--- src/rtl/imem_loader.sv ---
// Instruction memory loader: packs a byte stream little-endian into words,
// writes them to consecutive addresses and holds the core in reset until the
// programme image has been written.
module imem_loader #(
    parameter int unsigned AWIDTH = 8,
    parameter int unsigned DWIDTH = 32
) (
    input  logic              clk,
    input  logic              rst,
    input  logic              start,
    input  logic [AWIDTH:0]   num_words,
    input  logic              byte_valid,
    input  logic [7:0]        byte_data,
    output logic              byte_ready,
    output logic              mem_we,
    output logic [AWIDTH-1:0] mem_waddr,
    output logic [DWIDTH-1:0] mem_wdata,
    output logic              busy,
    output logic              done,
    output logic              cpu_hold
);

    localparam int unsigned BPW  = DWIDTH / 8;
    localparam int unsigned BCW  = (BPW > 1) ? $clog2(BPW) : 1;
    localparam int unsigned LENW = AWIDTH + 1;
    localparam logic [LENW-1:0] CAP = LENW'(1) << AWIDTH;

    typedef enum logic [1:0] {
        S_IDLE  = 2'd0,
        S_RECV  = 2'd1,
        S_WRITE = 2'd2,
        S_DONE  = 2'd3
    } state_t;

    state_t              state_q, state_d;
    logic [LENW-1:0]     len_q, len_d;
    logic [AWIDTH-1:0]   word_cnt_q, word_cnt_d;
    logic [BCW-1:0]      byte_cnt_q, byte_cnt_d;
    logic [DWIDTH-1:0]   word_q, word_d;
    logic [AWIDTH-1:0]   waddr_q, waddr_d;
    logic [DWIDTH-1:0]   wdata_q, wdata_d;
    logic                byte_ready_q, byte_ready_d;
    logic                mem_we_q, mem_we_d;
    logic                busy_q, busy_d;
    logic                done_q, done_d;
    logic                cpu_hold_q, cpu_hold_d;
    logic                xfer_c;

    // State, counters and registered outputs
    always_ff @(posedge clk) begin
        if (rst) begin
            state_q      <= S_IDLE;
            len_q        <= '0;
            word_cnt_q   <= '0;
            byte_cnt_q   <= '0;
            word_q       <= '0;
            waddr_q      <= '0;
            wdata_q      <= '0;
            byte_ready_q <= 1'b0;
            mem_we_q     <= 1'b0;
            busy_q       <= 1'b0;
            done_q       <= 1'b0;
            cpu_hold_q   <= 1'b1;
        end else begin
            state_q      <= state_d;
            len_q        <= len_d;
            word_cnt_q   <= word_cnt_d;
            byte_cnt_q   <= byte_cnt_d;
            word_q       <= word_d;
            waddr_q      <= waddr_d;
            wdata_q      <= wdata_d;
            byte_ready_q <= byte_ready_d;
            mem_we_q     <= mem_we_d;
            busy_q       <= busy_d;
            done_q       <= done_d;
            cpu_hold_q   <= cpu_hold_d;
        end
    end

    // Next-state, byte packing and output decode from the upcoming state
    always_comb begin
        state_d    = state_q;
        len_d      = len_q;
        word_cnt_d = word_cnt_q;
        byte_cnt_d = byte_cnt_q;
        word_d     = word_q;
        waddr_d    = waddr_q;
        wdata_d    = wdata_q;
        xfer_c     = byte_valid && byte_ready_q;

        case (state_q)
            S_IDLE, S_DONE: begin
                if (start) begin
                    len_d      = (num_words > CAP) ? CAP : num_words;
                    word_cnt_d = '0;
                    byte_cnt_d = '0;
                    state_d    = (len_d == '0) ? S_DONE : S_RECV;
                end
            end
            S_RECV: begin
                if (xfer_c) begin
                    for (int i = 0; i < int'(BPW); i++) begin
                        if (byte_cnt_q == BCW'(i)) begin
                            word_d[8*i +: 8] = byte_data;
                        end
                    end
                    if (byte_cnt_q == BCW'(BPW - 1)) begin
                        byte_cnt_d = '0;
                        waddr_d    = word_cnt_q;
                        wdata_d    = word_d;
                        state_d    = S_WRITE;
                    end else begin
                        byte_cnt_d = byte_cnt_q + BCW'(1);
                    end
                end
            end
            S_WRITE: begin
                if (LENW'(word_cnt_q) == (len_q - LENW'(1))) begin
                    state_d = S_DONE;
                end else begin
                    word_cnt_d = word_cnt_q + AWIDTH'(1);
                    state_d    = S_RECV;
                end
            end
            default: state_d = S_IDLE;
        endcase

        byte_ready_d = (state_d == S_RECV);
        mem_we_d     = (state_d == S_WRITE);
        busy_d       = (state_d == S_RECV) || (state_d == S_WRITE);
        done_d       = (state_d == S_DONE);
        cpu_hold_d   = (state_d != S_DONE);
    end

    assign byte_ready = byte_ready_q;
    assign mem_we     = mem_we_q;
    assign mem_waddr  = waddr_q;
    assign mem_wdata  = wdata_q;
    assign busy       = busy_q;
    assign done       = done_q;
    assign cpu_hold   = cpu_hold_q;

endmodule
--- config.mk ---
export PLATFORM = sky130hd
export DESIGN_NAME = imem_loader
export DESIGN_NICKNAME = d
export VERILOG_FILES = /design/src/rtl/imem_loader.sv
export SDC_FILE = /design/constraint.sdc
export NUM_CORES = 1
export LEC_CHECK = 0
export BUFFER_PORTS_ARGS = -buffer_cell sky130_fd_sc_hd__buf_2
export CAP_MARGIN = 5
export CELL_PAD_IN_SITES_DETAIL_PLACEMENT = 0
export CELL_PAD_IN_SITES_GLOBAL_PLACEMENT = 2
export CORE_UTILIZATION = 33
export CTS_CLUSTER_DIAMETER = 60
export DETAILED_ROUTE_END_ITERATION = 6
export PLACE_DENSITY = 0.77
export SLEW_MARGIN = 20
export SYNTH_ARGS = -nofsm -noshare
export SYNTH_HDL_FRONTEND = slang
export SYNTH_SLANG_ARGS = --single-unit
--- constraint.sdc ---
create_clock -name clk -period 3.4 [get_ports clk]
set_input_delay 0.68 -clock clk [delete_from_list [all_inputs] [get_ports clk]]
set_output_delay 0.68 -clock clk [all_outputs]
set_load 0.05 [all_outputs]
==> results of run 1 <==
[metrics by stage]
step / cell area [sq um] / total power, mW / cells
floorplan: 3983 / 1.736 / 476
global placement: 4412 / 1.896 / 657
detailed placement: 4412 / 1.902 / 657
CTS: 4698 / 2.869 / 673
global route: 4698 / 3.003 / 673
finish: 4698 / 2.842 / 673
[final cells by class]
cell class	instances	area share [%]
inverters	12	0.9587
multi-input cells	343	42.96
clock buffers	10	5.087
flip-flops and latches	90	38.35
repair buffers	69	7.830
well taps	143	3.808
clock inverters	6	1.012
[tightest hold or removal path, stage by stage, from the launching register on]
cell and delay [ps]:
dfxtp_1 310, nand2_1 50, a21oi_1 50
[power by group]
| part | leakage [nW] | switching, mW | internal [mW] |
|---|---|---|---|
| Clock | 0.139 | 0.438 | 0.522 |
| Sequential | 0.727 | 0.0617 | 1.12 |
| Combinational | 0.923 | 0.455 | 0.248 |
[layer usage]
metal / share of wire (%) / GRT usage (%) / wire length [microns]
met1: 53 / 22.79 / 5097
met2: 41 / 23.93 / 3928
met3: 4.1 / 3.157 / 391
met4: 1.8 / 7.297 / 177
met5: 0 / 0 / 0
[synthesized netlist by cell type (2+ instances only)]
cell | count | area share, %
nor3_1 | 5 | 0.63
nor2_1 | 43 | 4.1
a211oi_1 | 24 | 4.5
o21ai_0 | 6 | 0.75
xnor2_1 | 4 | 0.88
a21o_1 | 2 | 0.38
a21oi_1 | 58 | 7.3
buf_1 | 6 | 0.57
ha_1 | 11 | 3.5
and3b_1 | 2 | 0.44
dfxtp_1 | 90 | 45
a31oi_1 | 2 | 0.31
buf_2 | 2 | 0.25
or4_1 | 2 | 0.38
nand4_1 | 4 | 0.63
and3_1 | 2 | 0.31
nor4_1 | 2 | 0.31
nand2b_1 | 3 | 0.47
and2_1 | 5 | 0.79
nor3b_1 | 10 | 1.9
nand2_1 | 92 | 8.7
xor2_1 | 3 | 0.66
mux2i_1 | 25 | 6.3
nor2b_1 | 9 | 1.4
clkbuf_1 | 23 | 2.2
nand3_1 | 8 | 1.0
inv_1 | 12 | 1.1
[worst paths after layout]
path | cells past startpoint | from | end | slack [ps]
worst min register to register | 2 | word_q[1] | word_q[1] | 450
worst max register to register | 10 | len_q[0] | busy | 810
worst max-delay path | 10 | len_q[0] | busy | 810
worst min-delay path | 2 | word_q[1] | word_q[1] | 450
[flip-flops by register name (all words and copies together), names as in the netlist]
signal / flops
mem_we: 1
byte_ready: 1
mem_waddr: 8
cpu_hold: 1
len_q: 9
state_q: 2
byte_cnt_q: 2
word_q: 24
word_cnt_q: 8
done: 1
mem_wdata: 32
busy: 1
[kinds of logic (layout without fill, tap and decap cells)]
kind of cell,Yosys count,count (layout),synth area share [%]
compound gates,105,105,16.75
xor+xnor,7,7,1.539
fa+ha+maj,11,11,3.456
buf+inv,43,97,4.115
flops,90,90,45.24
mux,25,25,6.283
simple gates,195,195,22.62
==> results by group, run 1 <==
Timing
  • Post-layout min period: 2590 ps
  • Worst Tran Pin Value: 588.2 ps
  • Worst Skew: 6.285 ps
  • Hold slack: 452.1 ps
  • Max-slew violation count: 0
  • Slew headroom: 60.79%
  • Setup TNS: 0 ps
  • Final setup violating endpoints: 0
  • Setup WS post-layout: 809.6 ps
  • Fmax: 0.3860 GHz
  • Hold Violations, Final: 0
  • RSZ-0062 raised after global routing: false
  • Period utilisation layout: 76.19%

Logic synthesis
  • Seq/Total Area, Yosys: 45.24%
  • Synth Flop Type: dfxtp_1
  • Syn. warnings: 0
  • Syn_area_per_cell: 8.367 sq um
  • Post-Syn Instances: 476
  • Fraction of registers with async set/reset: 0%
  • Synth Register Bits: 90
  • Synthesized cell area: 3983 sq um
  • Post-synth EDFFs: 0
  • Syn nets: 508
  • Cell variety after synth: 48

Final layout
  • # diodes: 0
  • Leading cell types in the layout, fill and taps excluded: nand2_1 (92), dfxtp_1 (90), buf_2 (65)
  • Fin util: 40.63%
  • Number of fillers in the final layout: 1,207
  • Area Overhead vs Synth: 17.97%
  • Nets: 557
  • FF/Latch Area: 1802 sq um
  • Multi-input logic area: 2018 sq um
  • Layout cells sized above 1: 17.55%
  • Commonest non-fill, non-tap cell in the layout: nand2_1

Outcome
  • Status: finished with violations
  • Violated checks: DRC

Setup path
  • Worst setup SP type: flop
  • Critical-path cell list: inv_1 -> ha_1 -> nor2b_1 -> o311a_1 -> a2111o_1 -> nor2_1 -> o21ai_0 -> inv_1 -> ha_1 -> nor2b_1
  • Crit-path leading delay family: compound AO/OA/AOI/OAI gates
  • Crit end category: flop
  • Critical path peak fanout: 6
  • Crit Path Category: reg -> reg
  • Slowest-stage cell, CP: a2111o_1
  • Slowest cell delay on critical path: 450 ps
  • Worst path required time: 3620 ps
  • CP Buf/Inv Count: 2
  • Critical path arrival: 2810 ps

Detailed routing
  • Drt total wl: 9594 microns
  • DRT iter0 DRCs: 196
  • DRC violations left: 7
  • Via/cell ratio: 4.941
  • DR WL/cell: 14.26 microns
  • DRT Pass-1 Iters: 6
  • Antenna-violating nets left: 0
  • Detailed-route via count: 3,325

Pwr
  • Pwr Density: 604.9 nW/um^2
  • Leakage power total: 1.789 nW
  • Peak VDD IR: 0.0001902 V

Global route
  • Largest net degree at the start of global routing: 37
  • Initial antenna violation count: 0
  • Total grt overflow: 0
  • First-pass GRT wire length: 16,040 microns
  • Vias in the first global route: 3,117
  • Total GRT Usage: 16.23%

Die
  • Die height: 111.9 microns
  • Rows: 39
  • Die extent in x: 111.9 microns
  • IO Pins: 66
  • Core ar.: 11,560 sq um
  • Die area: 12,510 sq um
  • Initial core utilization: 34.44%

Place
  • Post-DP HPWL: 6654 microns
  • Pre-CTS WS: 819.8 ps
  • GPL Wtd Cong: 0.8109
  • PortBufs: 65

Clock network
  • Clock Root Buffer: clkbuf_16
  • Hold_buf cts: 0
  • Clock Sink Count: 90
  • Clock transition at the registers of the reported paths: 60 ps
  • TritonCTS clock tree: done
  • CTS max path bufs: 2
  • Inserted Clock Buffers: 9
  • Clock Latency Late Sink: 340 ps
  • Post_cts resized: 0
  • H-tree levels: 3
  • Setup bufs post-CTS: 0

Worst hold path
  • Hold crit path type: reg -> reg

Job
  • Max-cap violations: 0
Note: power is estimated with default switching activity, not from simulation.
==> run 2, diff against run 1 <==
--- a/config.mk
+++ b/config.mk
@@ -5,14 +5,15 @@
 export SDC_FILE = /design/constraint.sdc
 export NUM_CORES = 1
 export LEC_CHECK = 0
+export ABC_AREA = 1
 export BUFFER_PORTS_ARGS = -buffer_cell sky130_fd_sc_hd__buf_2
 export CAP_MARGIN = 5
 export CELL_PAD_IN_SITES_DETAIL_PLACEMENT = 0
 export CELL_PAD_IN_SITES_GLOBAL_PLACEMENT = 2
-export CORE_UTILIZATION = 33
+export CORE_UTILIZATION = 28
 export CTS_CLUSTER_DIAMETER = 60
 export DETAILED_ROUTE_END_ITERATION = 6
-export PLACE_DENSITY = 0.77
+export PLACE_DENSITY = 0.73
 export SLEW_MARGIN = 20
 export SYNTH_ARGS = -nofsm -noshare
 export SYNTH_HDL_FRONTEND = slang
==> constraint.sdc (replaced) <==
create_clock -name clk -period 2.35 [get_ports clk]
set_input_delay 0.47 -clock clk [delete_from_list [all_inputs] [get_ports clk]]
set_output_delay 0.47 -clock clk [all_outputs]
set_load 0.05 [all_outputs]
==> results by group, run 2 <==
Setup path
  • Crit Path Category: reg -> reg
  • Crit-path leading delay family: simple AND/OR/NAND/NOR gates
  • Slowest cell delay on critical path: 400 ps (-50 ps)
  • Critical path arrival: 2260 ps (-550 ps)
  • Slowest-stage cell, CP: dfxtp_1
  • Worst path required time: 2580 ps (-1040 ps)
  • Worst setup SP type: flop
  • Critical path peak fanout: 9 (+3)
  • CP Buf/Inv Count: 3 (+1)
  • Critical-path cell list: inv_2 -> ha_1 -> xnor2_1 -> nor2_4 -> nand3_1 -> nor2_2 -> nand2_4 -> nand3_2 -> nand2_2 -> inv_2 -> ha_1 -> inv_1 -> nor2_1
  • Crit end category: flop

Final layout
  • Largest register FFs: 32 (unchanged)
  • Finished Cell Area: 4962 sq um (+5.6%)
  • Area Overhead vs Synth: 20.55%
  • Commonest non-fill, non-tap cell in the layout: nand2_1
  • # diodes: 0 (unchanged)
  • Layout Cells excl Fill: 821 (+22%)
  • Nets: 668 (+20%)
  • Layout cells sized above 1: 18.10% (+0.55 points)
  • Leading cell types in the layout, fill and taps excluded: nand2_1 (99), nor2_1 (91), dfxtp_1 (90)

Logic synthesis
  • Syn. warnings: 0 (unchanged)
  • Fraction of registers with async set/reset: 0% (unchanged)
  • Synthesized cell area: 4116 sq um (+3.4%)
  • Cell variety after synth: 31 (-35%)
  • Commonest cells in the netlist: nand2_1 (99), nor2_1 (92), dfxtp_1 (90)
  • Largest cells by area after synthesis: dfxtp_1 (44%), o21ai_0 (9.1%), nand2_1 (9.0%)
  • Synth Register Bits: 90 (unchanged)
  • Simple-Gate Fraction of Synth Area: 23.56% (+0.94 points)
  • Adder-cell share of the synthesized area: 3.343% (-0.11 points)
  • Syn_area_per_cell: 7.061 sq um (-16%)
  • Synth Area in Compound Gates: 18.81% (+2.1 points)
  • Seq/Total Area, Yosys: 43.77% (-1.5 points)
  • Syn nets: 615 (+21%)
  • Most common cell in the synthesized netlist: nand2_1
  • Top cell type's share of synthesized area: 43.77% (-1.5 points)
  • Post-synthesis xor/xnor area fraction: 1.702% (+0.16 points)
  • Synth Flop Type: dfxtp_1
  • Largest family of logic cells by synthesized area: simple AND/OR/NAND/NOR gates
  • Yosys top cell by area: dfxtp_1
  • Post-synthesis mux area share: 0% (-6.3 points)
  • Post-synth EDFFs: 0 (unchanged)
  • Post-Syn Instances: 583 (+22%)

Place
  • PortBufs: 65 (unchanged)
  • Post-DP HPWL: 7795 microns (+17%)
  • GPL Wtd Cong: 0.7697 (-5.1%)
  • Pre-CTS WS: 303.6 ps (-516.2 ps)
  • Post-DP Area: 4613 sq um (+4.6%)
  • Placed Cells: 805 (+23%)

Detailed routing
  • DRT Pass-1 Iters: 4 (-2)
  • Drt total wl: 11,030 microns (+15%)
  • Detailed-route via count: 3,748 (+13%)
  • Via/cell ratio: 4.565 (-7.6%)
  • DR WL/cell: 13.43 microns (-5.8%)
  • Antenna-violating nets left: 0 (unchanged)
  • DRC violations left: 0 (-7)
  • DRT iter0 DRCs: 339 (+73%)

Timing
  • Hold Violations, Final: 0 (unchanged)
  • Setup WS post-layout: 321.9 ps (-487.7 ps)
  • Slew headroom: 59.74% (-1.0 points)
  • Max-slew violation count: 0 (unchanged)
  • Worst Tran Pin Value: 603.0 ps (+14.81 ps)
  • Post-layout min period: 2028 ps (-562.3 ps)
  • Setup TNS: 0 ps (unchanged)
  • Hold slack: 389.8 ps (-62.26 ps)
  • Final setup violating endpoints: 0 (unchanged)
  • RSZ-0062 raised after global routing: false
  • Period utilisation layout: 86.30% (+10 points)
  • Fmax: 0.4931 GHz (+28%)
  • Worst Skew: 8.545 ps (+2.260 ps)

Pwr
  • Leakage power total: 2.205 nW (+23%)
  • Peak VDD IR: 0.0006674 V (+250%)
  • Pwr Density: 992.0 nW/um^2 (+64%)

Die
  • Core ar.: 14,100 sq um (+22%)
  • Die area: 15,190 sq um (+21%)
  • Initial core utilization: 29.20% (-5.2 points)
  • IO Pins: 66 (unchanged)
  • Die height: 123.3 microns (+10%)
  • Die extent in x: 123.3 microns (+10%)
  • Rows: 43 (+10%)

Clock network
  • Inserted Clock Buffers: 9 (unchanged)
  • CTS max path bufs: 2 (unchanged)
  • TritonCTS clock tree: done
  • Setup bufs post-CTS: 0 (unchanged)
  • Hold_buf cts: 0 (unchanged)
  • Clock Latency Late Sink: 350 ps (about the same)
  • Post_cts resized: 0 (unchanged)
  • H-tree levels: 3 (unchanged)
  • Clock Root Buffer: clkbuf_16
  • Clock transition at the registers of the reported paths: 60 ps (about the same)
  • Clock Sink Count: 90 (unchanged)

Global route
  • Largest net degree at the start of global routing: 66 (+78%)
  • Total grt overflow: 0 (unchanged)
  • First-pass GRT wire length: 18,000 microns (+12%)
  • Total GRT Usage: 15.65% (-0.58 points)
  • Initial antenna violation count: 0 (unchanged)
  • Vias in the first global route: 3,528 (+13%)

Worst hold path
  • Hold crit path type: in -> reg

Outcome
  • Status: completed

Job
  • Max-cap violations: 0 (unchanged)
## run 2: cell count changes in the layout (fill, tap and decap cells not counted), moves of 19 or more
| cell | change |
|---|---|
| o21ai_1 | +19 |
| nor2_1 | +48 |
| a211oi_1 | -21 |
| inv_1 | +35 |
| mux2i_1 | -25 |
| o21ai_0 | +69 |
## run 2: worst reg2reg max path: cells and delay by family, from the launching register on
| kind | cells | cell delay (ps) |
|---|---|---|
| xor gates and xnor gates | 1 | 160 |
| adders and majority gates | 2 | 520 |
| buffers and inverters | 3 | 180 |
| DFF | 1 | 400 |
| and+or+nand+nor | 7 | 650 |
## run 2: final timing paths
kind	start	to	slack (ps)	cells past startpoint
worst min register to register	word_q[17]	word_q[17]	440	2
worst max register to register	len_q[0]	busy	320	13
worst min-delay path	num_words[5]	len_q[5]	390	3
worst max-delay path	len_q[0]	busy	320	13
## run 2: routing by layer
layer	part of all wire (%)	track usage (%)	wire, microns
met2	43	24.06	4774
met4	1.4	5.422	152
met1	51	20.90	5588
met3	4.7	4.382	513
met5	0	0	0
## run 2: report_power, final
group          total, mW  leakage [nW]  internal, mW  switching, mW
registers           1.75         0.728          1.66         0.0876
clock network       1.68         0.167          1.05          0.636
logic               1.49          1.31         0.463           1.03
total               4.92          2.21          3.17           1.75
## run 2: kinds of logic after synthesis
family / count (synthesis)
fa+ha+maj: 11
buf+inv: 92
flops: 90
xor+xnor: 8
simple gates: 232
compound gates: 150
## run 2: per-stage QoR
step / util [%] / total power [mW]
detailed placement: 32.73 / 3.287
floorplan: - / 2.926
finish: 35.20 / 4.922
global placement: 32.73 / 3.269
CTS: 35.20 / 5.011
global route: 35.20 / 5.277
## run 2: final cells by class
class	instances	area, sq um
clock buffer	9	225.2
clock inverter	7	123.9
fill	1560	9134
inverter	61	229.0
multi-input combinational	401	1959
sequential	90	1802
tap	180	225.2
timing repair buffer	73	397.9
==> run 3, diff against run 2 <==
--- a/config.mk
+++ b/config.mk
@@ -10,6 +10,7 @@
 export CAP_MARGIN = 5
 export CELL_PAD_IN_SITES_DETAIL_PLACEMENT = 0
 export CELL_PAD_IN_SITES_GLOBAL_PLACEMENT = 2
+export CORE_MARGIN = 3
 export CORE_UTILIZATION = 28
 export CTS_CLUSTER_DIAMETER = 60
 export DETAILED_ROUTE_END_ITERATION = 6
==> results by group, run 3 (synthesis results as in run 2) <==
Timing
  • Post-layout min period: 2014 ps (-14.19 ps)
  • Worst Tran Pin Value: 638.6 ps (+35.53 ps)
  • Final setup violating endpoints: 0 (unchanged)
  • Hold Violations, Final: 0 (unchanged)
  • Period utilisation layout: 85.70% (-0.60 points)
  • RSZ-0062 raised after global routing: false
  • Max-slew violation count: 0 (unchanged)
  • Hold slack: 400.3 ps (+10.42 ps)
  • Worst Skew: 8.422 ps (-0.1236 ps)
  • Setup TNS: 0 ps (unchanged)
  • Slew headroom: 57.37% (-2.4 points)
  • Fmax: 0.4965 GHz (+0.70%)

Clock network
  • H-tree levels: 3 (unchanged)
  • Hold_buf cts: 0 (unchanged)
  • CTS max path bufs: 2 (unchanged)
  • Clock Latency Late Sink: 340 ps (about the same)
  • Clock transition at the registers of the reported paths: 70 ps (about the same)
  • Post_cts resized: 0 (unchanged)
  • Setup bufs post-CTS: 0 (unchanged)
  • TritonCTS clock tree: done
  • Clock Sink Count: 90 (unchanged)
  • Clock Root Buffer: clkbuf_16
  • Inserted Clock Buffers: 9 (unchanged)

Detailed routing
  • DR WL/cell: 13.65 microns (+1.6%)
  • DRT iter0 DRCs: 281 (-17%)
  • DRT Pass-1 Iters: 4 (unchanged)
  • DRC violations left: 0 (unchanged)
  • Antenna-violating nets left: 0 (unchanged)
  • Detailed-route via count: 3,792 (+1.2%)
  • Via/cell ratio: 4.619 (+1.2%)
  • Drt total wl: 11,200 microns (+1.6%)

Place
  • GPL Wtd Cong: 0.7860 (+2.1%)
  • Post-DP Area: 4613 sq um (unchanged)
  • Placed Cells: 805 (unchanged)
  • PortBufs: 65 (unchanged)
  • Post-DP HPWL: 7940 microns (+1.9%)

Final layout
  • Layout Cells excl Fill: 821 (unchanged)
  • Largest register FFs: 32 (unchanged)
  • Nets: 668 (unchanged)
  • Leading cell types in the layout, fill and taps excluded: nand2_1 (99), nor2_1 (91), dfxtp_1 (90)
  • Commonest non-fill, non-tap cell in the layout: nand2_1
  • Finished Cell Area: 4885 sq um (-1.6%)
  • # diodes: 0 (unchanged)
  • Area Overhead vs Synth: 18.66%
  • Layout cells sized above 1: 17.94% (-0.16 points)

Setup path
  • Worst path required time: 2580 ps (about the same)
  • Critical path peak fanout: 9 (unchanged)
  • Slowest-stage cell, CP: dfxtp_1
  • Crit end category: flop
  • Slowest cell delay on critical path: 390 ps (about the same)
  • Critical path arrival: 2240 ps (-20 ps)
  • Worst reg2reg path startpoint: len_q[0]
  • Crit-path leading delay family: simple AND/OR/NAND/NOR gates
  • Critical-path cell list: inv_2 -> ha_1 -> xnor2_1 -> nor2_4 -> nand3_1 -> nor2_2 -> nand2_4 -> nand3_2 -> nand2_2 -> inv_2 -> ha_1 -> inv_1 -> nor2_1
  • CP Buf/Inv Count: 3 (unchanged)
  • Worst setup startpoint: len_q[0]
  • Worst setup SP type: flop
  • Crit Path Category: reg -> reg

Job
  • Max-cap violations: 0 (unchanged)

Global route
  • Vias in the first global route: 3,488 (-1.1%)
  • Largest net degree at the start of global routing: 59 (-11%)
  • Total GRT Usage: 14.31% (-1.3 points)
  • Total grt overflow: 0 (unchanged)
  • Initial antenna violation count: 0 (unchanged)
  • First-pass GRT wire length: 18,420 microns (+2.4%)

Die
  • Die area: 16,190 sq um (+6.6%)
  • Initial core utilization: 29.09% (-0.11 points)
  • Die height: 127.3 microns (+3.2%)
  • Die extent in x: 127.3 microns (+3.2%)
  • Core ar.: 14,150 sq um (+0.38%)
  • IO Pins: 66 (unchanged)
  • Rows: 43 (unchanged)

Worst hold path
  • Worst Hold Launch: num_words[7]
  • Hold crit path type: in -> reg

Pwr
  • Pwr Density: 941.7 nW/um^2 (-5.1%)
  • Leakage power total: 2.167 nW (-1.7%)
  • Peak VDD IR: 0.0004108 V (-38%)
  • Power Total: 4.600 mW (-6.5%)

Outcome
  • Status: completed
[run 3: routing by layer]
| layer | wire length [microns] | GRT usage, % | vias to the layer above |
|---|---|---|---|
| met4 | 204 | 5.741 | 0 |
| met1 | 5850 | 20.64 | 1730 |
| li1 | - | - | 1980 |
| met3 | 445 | 2.717 | 15 |
| met2 | 4703 | 21.01 | 67 |
| met5 | 0 | 0 | - |
[run 3: worst min-delay path, cell delays in order]
cell and delay, ps:
buf_2 110, nand2_1 60, a21oi_1 50
[run 3: cell type report]
cell class              count  area (sq um)
fillers                  1548          9265
inverters                  61         229.0
repair buffers             73         397.9
multi-input cells         401          1959
clock inverters             6         42.54
well taps                 180         225.2
clock buffers              10         229.0
flip-flops and latches     90          1802
[run 3: stage by stage]
stage	setup slack [ps]	util (%)
floorplan	451.5	-
detailed placement	316.5	32.60
CTS	315.8	34.52
global placement	349.0	32.60
global route	156.9	34.52
finish	336.1	34.52
[run 3: worst paths after layout]
check                    end  slack, ps  depth (start not counted)
setup / recovery        busy        340                         13
hold / removal      len_q[7]        400                          3
setup reg to reg        busy        340                         13
hold reg to reg   word_q[17]        450                          2
[run 3: where the power goes]
part | internal [mW] | leakage (nW) | switching [mW]
clock | 0.719 | 0.129 | 0.631
combinational | 0.462 | 1.31 | 1.04
sequential | 1.66 | 0.728 | 0.0872
total | 2.84 | 2.17 | 1.76
